<file path="src/rtl/note_tone_gen.sv">
// rtl/note_tone_gen.sv - note code to volume-gated square wave with glitch-free note changes
module note_tone_gen #(
  parameter int unsigned CLK_HZ    = 1_000_000,
  parameter int unsigned CNT_W     = 16,
  parameter int unsigned OCT_SHIFT = 0,
  parameter int unsigned PWM_W     = 4
) (
  input  logic       clk_i,
  input  logic       rst_ni,
  input  logic [4:0] note_i,
  input  logic       note_load_i,
  input  logic       play_en_i,
  input  logic [1:0] vol_i,
  output logic       spk_o,
  output logic       busy_o,
  output logic [4:0] cur_note_o
);

  typedef enum logic {IDLE, RUN} state_t;

  // Pitch of each note code in Hz; 0 marks rest and the invalid codes 15..24.
  function automatic int unsigned note_freq(input int unsigned code);
    case (code)
      1:  return 523;   2:  return 587;   3:  return 659;   4:  return 698;
      5:  return 784;   6:  return 880;   7:  return 988;
      8:  return 1047;  9:  return 1175;  10: return 1319;  11: return 1397;
      12: return 1568;  13: return 1760;  14: return 1976;
      25: return 262;   26: return 294;   27: return 330;   28: return 349;
      29: return 392;   30: return 440;   31: return 494;
      default: return 0;
    endcase
  endfunction

  localparam logic [PWM_W-1:0] PWM_QTR  = PWM_W'(1) << (PWM_W - 2);
  localparam logic [PWM_W-1:0] PWM_HALF = PWM_W'(1) << (PWM_W - 1);

  // Half-period ROM: every entry is an elaboration-time constant, rest entries are 0.
  logic [CNT_W-1:0] h_rom [32];
  for (genvar gi = 0; gi < 32; gi++) begin : g_rom
    localparam int unsigned F = note_freq(gi);
    localparam logic [CNT_W-1:0] HV = (F == 0) ? '0 :
      CNT_W'(((longint'(CLK_HZ) + longint'(F)) / (2 * longint'(F))) >> OCT_SHIFT);
    assign h_rom[gi] = HV;
  end

  state_t           state_q, state_d;
  logic [CNT_W-1:0] cnt_q, cnt_d;
  logic [CNT_W-1:0] cur_h_q, cur_h_d;
  logic [4:0]       cur_note_q, cur_note_d;
  logic             tone_q, tone_d;
  logic [PWM_W-1:0] pwm_q, pwm_d;
  logic             pend_valid_q, pend_valid_d;
  logic [4:0]       pend_note_q, pend_note_d;
  logic [CNT_W-1:0] pend_h_q, pend_h_d;
  logic             spk_q, spk_d;
  logic             apply;
  logic             gate;
  logic             load_is_tone;

  assign load_is_tone = (h_rom[note_i] != '0);

  // Tone FSM, pending-note mailbox, PWM gate and registered speaker drive.
  always_comb begin
    state_d      = state_q;
    cnt_d        = cnt_q;
    cur_h_d      = cur_h_q;
    cur_note_d   = cur_note_q;
    tone_d       = tone_q;
    pend_valid_d = pend_valid_q;
    pend_note_d  = pend_note_q;
    pend_h_d     = pend_h_q;
    apply        = 1'b0;
    gate         = 1'b0;

    case (state_q)
      IDLE: begin
        cnt_d  = '0;
        tone_d = 1'b0;
        if (pend_valid_q) begin
          apply = 1'b1;
          if (pend_note_q != 5'd0) begin
            cur_h_d    = pend_h_q;
            cur_note_d = pend_note_q;
            state_d    = RUN;
          end else begin
            cur_note_d = 5'd0;
          end
        end
      end
      RUN: begin
        if (cnt_q == cur_h_q - CNT_W'(1)) begin
          cnt_d  = '0;
          tone_d = ~tone_q;
          // Half-period boundary: the only point where a new note may take over.
          if (pend_valid_q) begin
            apply = 1'b1;
            if (pend_note_q == 5'd0) begin
              tone_d     = 1'b0;
              cur_h_d    = '0;
              cur_note_d = 5'd0;
              state_d    = IDLE;
            end else begin
              cur_h_d    = pend_h_q;
              cur_note_d = pend_note_q;
            end
          end
        end else begin
          cnt_d = cnt_q + CNT_W'(1);
        end
      end
      default: state_d = IDLE;
    endcase

    // A load in the same cycle as an apply refills the mailbox for the next boundary.
    if (note_load_i) begin
      pend_valid_d = 1'b1;
      pend_note_d  = load_is_tone ? note_i : 5'd0;
      pend_h_d     = h_rom[note_i];
    end else if (apply) begin
      pend_valid_d = 1'b0;
    end

    case (vol_i)
      2'd0: gate = 1'b0;
      2'd1: gate = (pwm_q < PWM_QTR);
      2'd2: gate = (pwm_q < PWM_HALF);
      default: gate = 1'b1;
    endcase

    pwm_d = pwm_q + PWM_W'(1);
    spk_d = tone_q & gate & play_en_i;
  end

  // State registers with asynchronous active-low reset.
  always_ff @(posedge clk_i or negedge rst_ni) begin
    if (!rst_ni) begin
      state_q      <= IDLE;
      cnt_q        <= '0;
      cur_h_q      <= '0;
      cur_note_q   <= 5'd0;
      tone_q       <= 1'b0;
      pwm_q        <= '0;
      pend_valid_q <= 1'b0;
      pend_note_q  <= 5'd0;
      pend_h_q     <= '0;
      spk_q        <= 1'b0;
    end else begin
      state_q      <= state_d;
      cnt_q        <= cnt_d;
      cur_h_q      <= cur_h_d;
      cur_note_q   <= cur_note_d;
      tone_q       <= tone_d;
      pwm_q        <= pwm_d;
      pend_valid_q <= pend_valid_d;
      pend_note_q  <= pend_note_d;
      pend_h_q     <= pend_h_d;
      spk_q        <= spk_d;
    end
  end

  assign spk_o      = spk_q;
  assign busy_o     = (state_q == RUN);
  assign cur_note_o = cur_note_q;

endmodule

</file>
<file path="config.mk">
export PLATFORM = sky130hd
export DESIGN_NAME = note_tone_gen
export DESIGN_NICKNAME = d
export VERILOG_FILES = /design/src/rtl/note_tone_gen.sv
export SDC_FILE = /design/constraint.sdc
export NUM_CORES = 1
export LEC_CHECK = 0
export ABC_AREA = 1
export BUFFER_PORTS_ARGS = -buffer_cell sky130_fd_sc_hd__buf_2
export CAP_MARGIN = 20
export CORE_MARGIN = 10
export CORE_UTILIZATION = 55
export CTS_CLUSTER_DIAMETER = 60
export CTS_CLUSTER_SIZE = 10
export DETAILED_ROUTE_END_ITERATION = 7
export GPL_ROUTABILITY_DRIVEN = 1
export GPL_TIMING_DRIVEN = 0
export HOLD_SLACK_MARGIN = 0.05
export PLACE_DENSITY = 0.76
export SLEW_MARGIN = 10
export SYNTH_ARGS = -nofsm -noshare
export SYNTH_HDL_FRONTEND = slang
export SYNTH_SLANG_ARGS = --single-unit
</file>
<file path="constraint.sdc">
create_clock -name clk_i -period 1.9 [get_ports clk_i]
set_input_delay 0.095 -clock clk_i [delete_from_list [all_inputs] [get_ports clk_i]]
set_output_delay 0.095 -clock clk_i [all_outputs]
set_load 0.01 [all_outputs]
</file>
* Yosys cells after proc, flatten, opt, wreduce, memory -nomap -nowiden
Memory sizes are Yosys's and may differ from the RTL's.
Index checks and enable logic that the tools add are counted.
** Word-level totals
- Memories kept :: 1
- Logic and storage cells :: 69
- Input bits :: 11
- Output and inout bits :: 7
- Memory bits (writable) :: 0
- Bits in registers :: 66
- Bits in read-only memories :: 512
- Bits in latches :: 0
** Operators by class
- Reduce and logical (&&, ||, !) cells :: 7
- Multiply operators :: 0
- Equal/unequal tests :: 7
- Bitwise gates (word level) :: 5
- Div/mod/pow operators :: 0
- Order comparisons :: 3
- Mux-type cells :: 33
- Add/subtract/negate cells :: 3
- Shifts and indexed selects :: 0
** Memories
- (name not given) :: depth 32, bits a word 16, rd ports 1, clocked after Yosys merged registers in 0, write ports 0, RTL line 118 : pend_h_d = h_rom[note_i];
** Operators by type and width (count)
- 2-to-1 mux 16 bit :: 8
- one-hot mux 16 bit (2 select lines) :: 2
- 2-to-1 mux 5 bit :: 6
- adder 16 x 1 -> 16 bit (second input constant) :: 1
- equality test 16 bit :: 1
- nonzero test 16 bit :: 1
- subtractor 16 x 1 -> 16 bit (second input constant) :: 1
- 2-to-1 mux 1 bit :: 12
- one-hot mux 5 bit (2 select lines) :: 1
- greater-or-equal comparator 6 bit (second input constant) :: 1
- inverter 5 -> 6 bit :: 1
- one-hot mux 1 bit (2 select lines) :: 3
- logical NOT 5 bit :: 1
- nonzero test 5 bit :: 1
- adder 4 x 1 -> 4 bit (second input constant) :: 1
- less-than comparator 4 x 3 -> 1 bit (second input constant) :: 1
- less-than comparator 4 bit (second input constant) :: 1
- inequality test 2 x 1 -> 1 bit (second input constant) :: 2
- inequality test 2 bit (second input constant) :: 2
- AND reduction 4 bit :: 1
- one-hot mux 1 bit (3 select lines) :: 1
- AND reduction 3 bit :: 1
- AND 1 bit :: 2
- equality test 2 x 1 -> 1 bit (second input constant) :: 1
- other kinds (4) :: 5

* Longest topological paths before layout
- Depth in word-level cells :: 6
- Gate-level depth with buffers :: 17
- Mapped depth without buffers :: 15

* Least setup slack after synthesis
OpenSTA, ideal clock, no wires.
- Path type :: reg-to-reg
- Start :: reg cur_h_q[0]
- End :: reg cur_h_q[2]
- Period minus slack after synthesis :: 1.987 ns
- Path slack :: -0.087 ns
- Required time :: 1.783 ns
- Arrival :: 1.870 ns
- Setup time :: 0.117 ns
- Stages on the path, launching flop included :: 18
- Path through :: dfrtp_1 inv_1 ha_1 clkbuf_2 nand2_2 nor2_1 nand2_1 nand2_1 nand2_1 inv_1 nand2_1 nor2_1 nand3_2 nand2_4 nand3_4 buf_6 nand2_1 nand2_1
** On the way
- Longest elaborated chain between the ends :: 4
** Ends and longest elaborated chain
- start: declaration :: RTL line 48 : logic [CNT_W-1:0] cur_h_q, cur_h_d;
- start signal: assignment :: RTL line 150 : cur_h_q <= cur_h_d;
- subtractor 16 x 1 -> 16 bit :: RTL line 91 : if (cnt_q == cur_h_q - CNT_W'(1)) begin
- equality test 16 bit :: RTL line 91
- inequality test 2 x 1 -> 1 bit (no line)
- AND reduction 4 bit (no line)
Every way passes these cells.
A chain may end at the register's enable or synchronous reset.

* Worst setup path in the final report
- Start :: reg cur_h_q[1]
- End :: reg cur_h_q[8]
Same word-level chain as after synthesis.

==> metrics.txt <==
Arr. time, crit path=~2.3 ns; Sequential Area=between 1000 and 1500 µm²; worst vdd ir=0.000722 V; Mapped Area=about 3300 µm²; M3 GR Usage=1.99%; Synth Area in XOR/XNOR=4.81%; commonest non-fill, non-tap cell in the layout=nand2_1; CP max FO=6; WL/cell=13.6 µm; slowest CP cell=dfrtp_1; # setup viols final=35; Net Count, Synth=460; Yosys warnings=0; WP data required=2.10 ns; fin area=3860 µm²; status=finished, violations left; Bufs on Longest Clock Path=2; Power Dens Cells=1180 nW/µm²; I/O Pins=18; post-route ant nets=0; clk slew on worst S/H paths=0.09 ns; grt total ovfl=0; CTS tree=done; vias per std cell=5.20; met2 usage=29.4%; initial antenna violation count=0; Die W=97.2 µm; Inserted Clock Buffers=5; total die area=9450 µm²; largest net degree at the start of global routing=37; area of the multi-input gates=1760 µm²; Final min period=2.08 ns; port buffer count=16; H-tree depth=2; starting density of the core=a little under three fifths; Worst Path Class, Setup=reg2reg; most frequent cells in the layout=124 x nand2_1, 51 x dfrtp_1, 50 x inv_1; final worst setup slack=-0.179 ns; compound-cell area share of the yosys netlist=between 8 and 9%; setup TNS=-3.74 ns; Clk Tree Root Cell=clkbuf_8; Die Y=97.2 µm; max incr delay on CP=0.42 ns; Cell Rows=28; Final Hold Vio Count=0; Synth Register Bits=56; worst path cell trace=buf_4 -> nor2_4 -> nand2_4 -> nor2_4 -> nand2_1 -> a21oi_1 -> nand2_1 -> nor2_2 -> nand3_2 -> nand2_4 -> nand3_4 -> buf_6 -> nand2_1 -> nand2_1; Comb pwr share=a little under half; Top delay family on crit path=simple AND/OR/NAND/NOR gates; critical path launch point type=register; DR iter-0 viols=86; Slew HR=66.7%; LEAKAGE=0.00193 µW; ratio of cells with drive above 1 in the final layout=18.5%; TritonRoute pass-1 iters=5; largest family of logic cells by synthesized area=simple AND/OR/NAND/NOR gates; cells after synthesis=441; Worst Path Buf+Inv=2; CP Capture Type=register; Avg Inst Size Synth=~7.4 µm²; Net Sw Power=1830 µW; Core ar.=~5900 µm²; unrepaired setup endpoints after global routing=true; placed insts=~530; Switching Share=between 30 and 40%; vias after detailed routing=2890; met1 Use GR=about a fifth; diode count=0; Area Growth Syn to Fin=17.8%; sequential share of power=37.7%; Placer Congestion=roughly 0.95; fin cells=556; post-synth top area share=42.7%; vias in the first global route=2867; post-synthesis adder-cell area fraction=3.05%; drc violations=0; Final Slew Violations=0; failing checks=setup timing; Fillers=approximately 500; top post-synthesis cells by area=dfrtp_1 43%, nand2_1 15%, nand3_1 6.1%; multiplexer share of the synthesized area=0%; Clk pwr share=16.4%; register area share after synthesis=42.7%; Cell variety after synth=35; Worst Tran Pin Value=between 0.5 and 0.6 ns; CTS Sinks=56; fin crit share=109%; hold crit path type=in2reg; f_max=481 MHz; internal power=2750 µW; placed cell areas=3480 µm²; Synth Area in Simple Gates=between 30% and 40%; DP HPWL=roughly 5.6 mm; Tot GR Track Use=between 10% and 20%; fin nets=approximately 500; post-synth top area cell=dfrtp_1; later-pin clock latency in the skew report=around 0.3 ns; max cap viols=0; first-pass GRT wire length=13.0 mm; Util after Layout=between 60% and 70%; DP Worst Slack=-0.257 ns; busiest grt layer=met2; final wirelength=7.55 mm; final setup skew=about 0.008 ns; CP dominant cell by count=nand2_1
-- per-stage QoR --
step	hold slack, ns	total power, µW
3_5_place_dp	0.0922	3430
5_1_grt	0.106	4980
3_3_place_gp	0.336	3360
6_report	0.0809	4570
4_1_cts	0.0790	4430
2_1_floorplan	-0.201	3040
-- worst paths after layout --
| kind | start | endpoint | slack [ns] | cells past startpoint |
|---|---|---|---|---|
| max in group asynchronous | rst_ni | cur_h_q[5] | 1.06 | 3 |
| min in group asynchronous | rst_ni | cnt_q[13] | 0.28 | 2 |
| hold reg to reg | pwm_q[0] | pwm_q[0] | 0.46 | 1 |
| hold / removal | vol_i[0] | spk_o | 0.08 | 3 |
| setup / recovery | cur_h_q[1] | cur_h_q[8] | -0.18 | 14 |
| setup reg to reg | cur_h_q[1] | cur_h_q[8] | -0.18 | 14 |
-- worst register-to-register path: stages, from the launching register on --
cell and delay (ns):
dfrtp_1 0.42, buf_4 0.16, nor2_4 0.12, nand2_4 0.09, nor2_4 0.15, nand2_1 0.07, a21oi_1 0.15, nand2_1 0.07
nor2_2 0.11, nand3_2 0.12, nand2_4 0.13, nand3_4 0.10, buf_6 0.16, nand2_1 0.06, nand2_1 0.05
-- logic make-up after synthesis --
kind of cell	after synthesis
and+or+nand+nor	248
AOI/OAI and AO/OA	48
xor gates and xnor gates	18
DFF	56
buffers and inverters	63
adders and majority gates	8
-- registers in the layout (all words and copies together) (netlist names) --
name / count
pend_valid_q: 1
cnt_q: 16
pend_note_q: 5
pend_h_q: 11
cur_h_q: 11
tone_q: 1
pwm_q: 4
cur_note_o: 5
busy_o: 1
spk_o: 1
-- power groups by stage --
| stage | Sequential, µW | Combinational, µW | Clock (µW) |
|---|---|---|---|
| 2_1_floorplan | 1680 | 1360 | 0 |
| 3_3_place_gp | 1710 | 1660 | 0 |
| 3_5_place_dp | 1720 | 1720 | 0 |
| 4_1_cts | 1700 | 1960 | 768 |
| 5_1_grt | 1760 | 2400 | 819 |
| 6_report | 1720 | 2100 | 749 |
-- cell usage after synthesis --
cell type  count
ha_1           8
xnor2_1        6
nand3_1       40
nor2_4         2
nor3_1        11
o21a_1         1
o211ai_1       2
nor3b_1        4
o221ai_1       1
a211oi_1       1
o21ai_0       22
a22oi_1        1
nor2_1        40
buf_6          3
nand3_2        1
clkbuf_2       1
nand2_1      134
a21oi_1        9
xor2_1        12
nand2_4        1
nor2_2         3
inv_1         51
nand3_4        1
buf_2          2
dfrtp_1       56
a32oi_1        1
a31oi_1        3
nand2_2        4
o21bai_1       2
or2_2          1
nand4_1        5
o21ai_1        5
clkinv_1       2
nand3b_1       1
clkbuf_1       4
-- routing by layer --
| layer | vias to the layer above | routed length [µm] |
|---|---|---|
| met1 | 1357 | 3230 |
| met4 | 0 | 131 |
| met5 | - | 0 |
| met3 | 12 | 130 |
| met2 | 37 | 4050 |
| li1 | 1484 | - |
-- layout make-up --
class                           count  share of cell area, %
Clock buffer                        6                   1.88
Multi-Input combinational cell    322                   45.6
Tap cell                           75                   2.43
Inverter                           53                   5.15
Sequential cell                    56                   36.4
Clock inverter                      2                  0.907
Timing Repair Buffer               33                   6.03
Buffer                              9                   1.59
-- repair_timing --
| item | CTS | global route |
|---|---|---|
| cloned | 1 | 0 |
| pin swaps | 10 | 8 |
| gates resized for setup | 21 | 24 |
| hold buffers | 2 | 0 |
| endpoints found under the setup margin | 35 | 35 |
| setup buffers | 7 | 6 |
| hold endpoints to repair | 21 | 0 |
(Power assumes the default switching activity.)
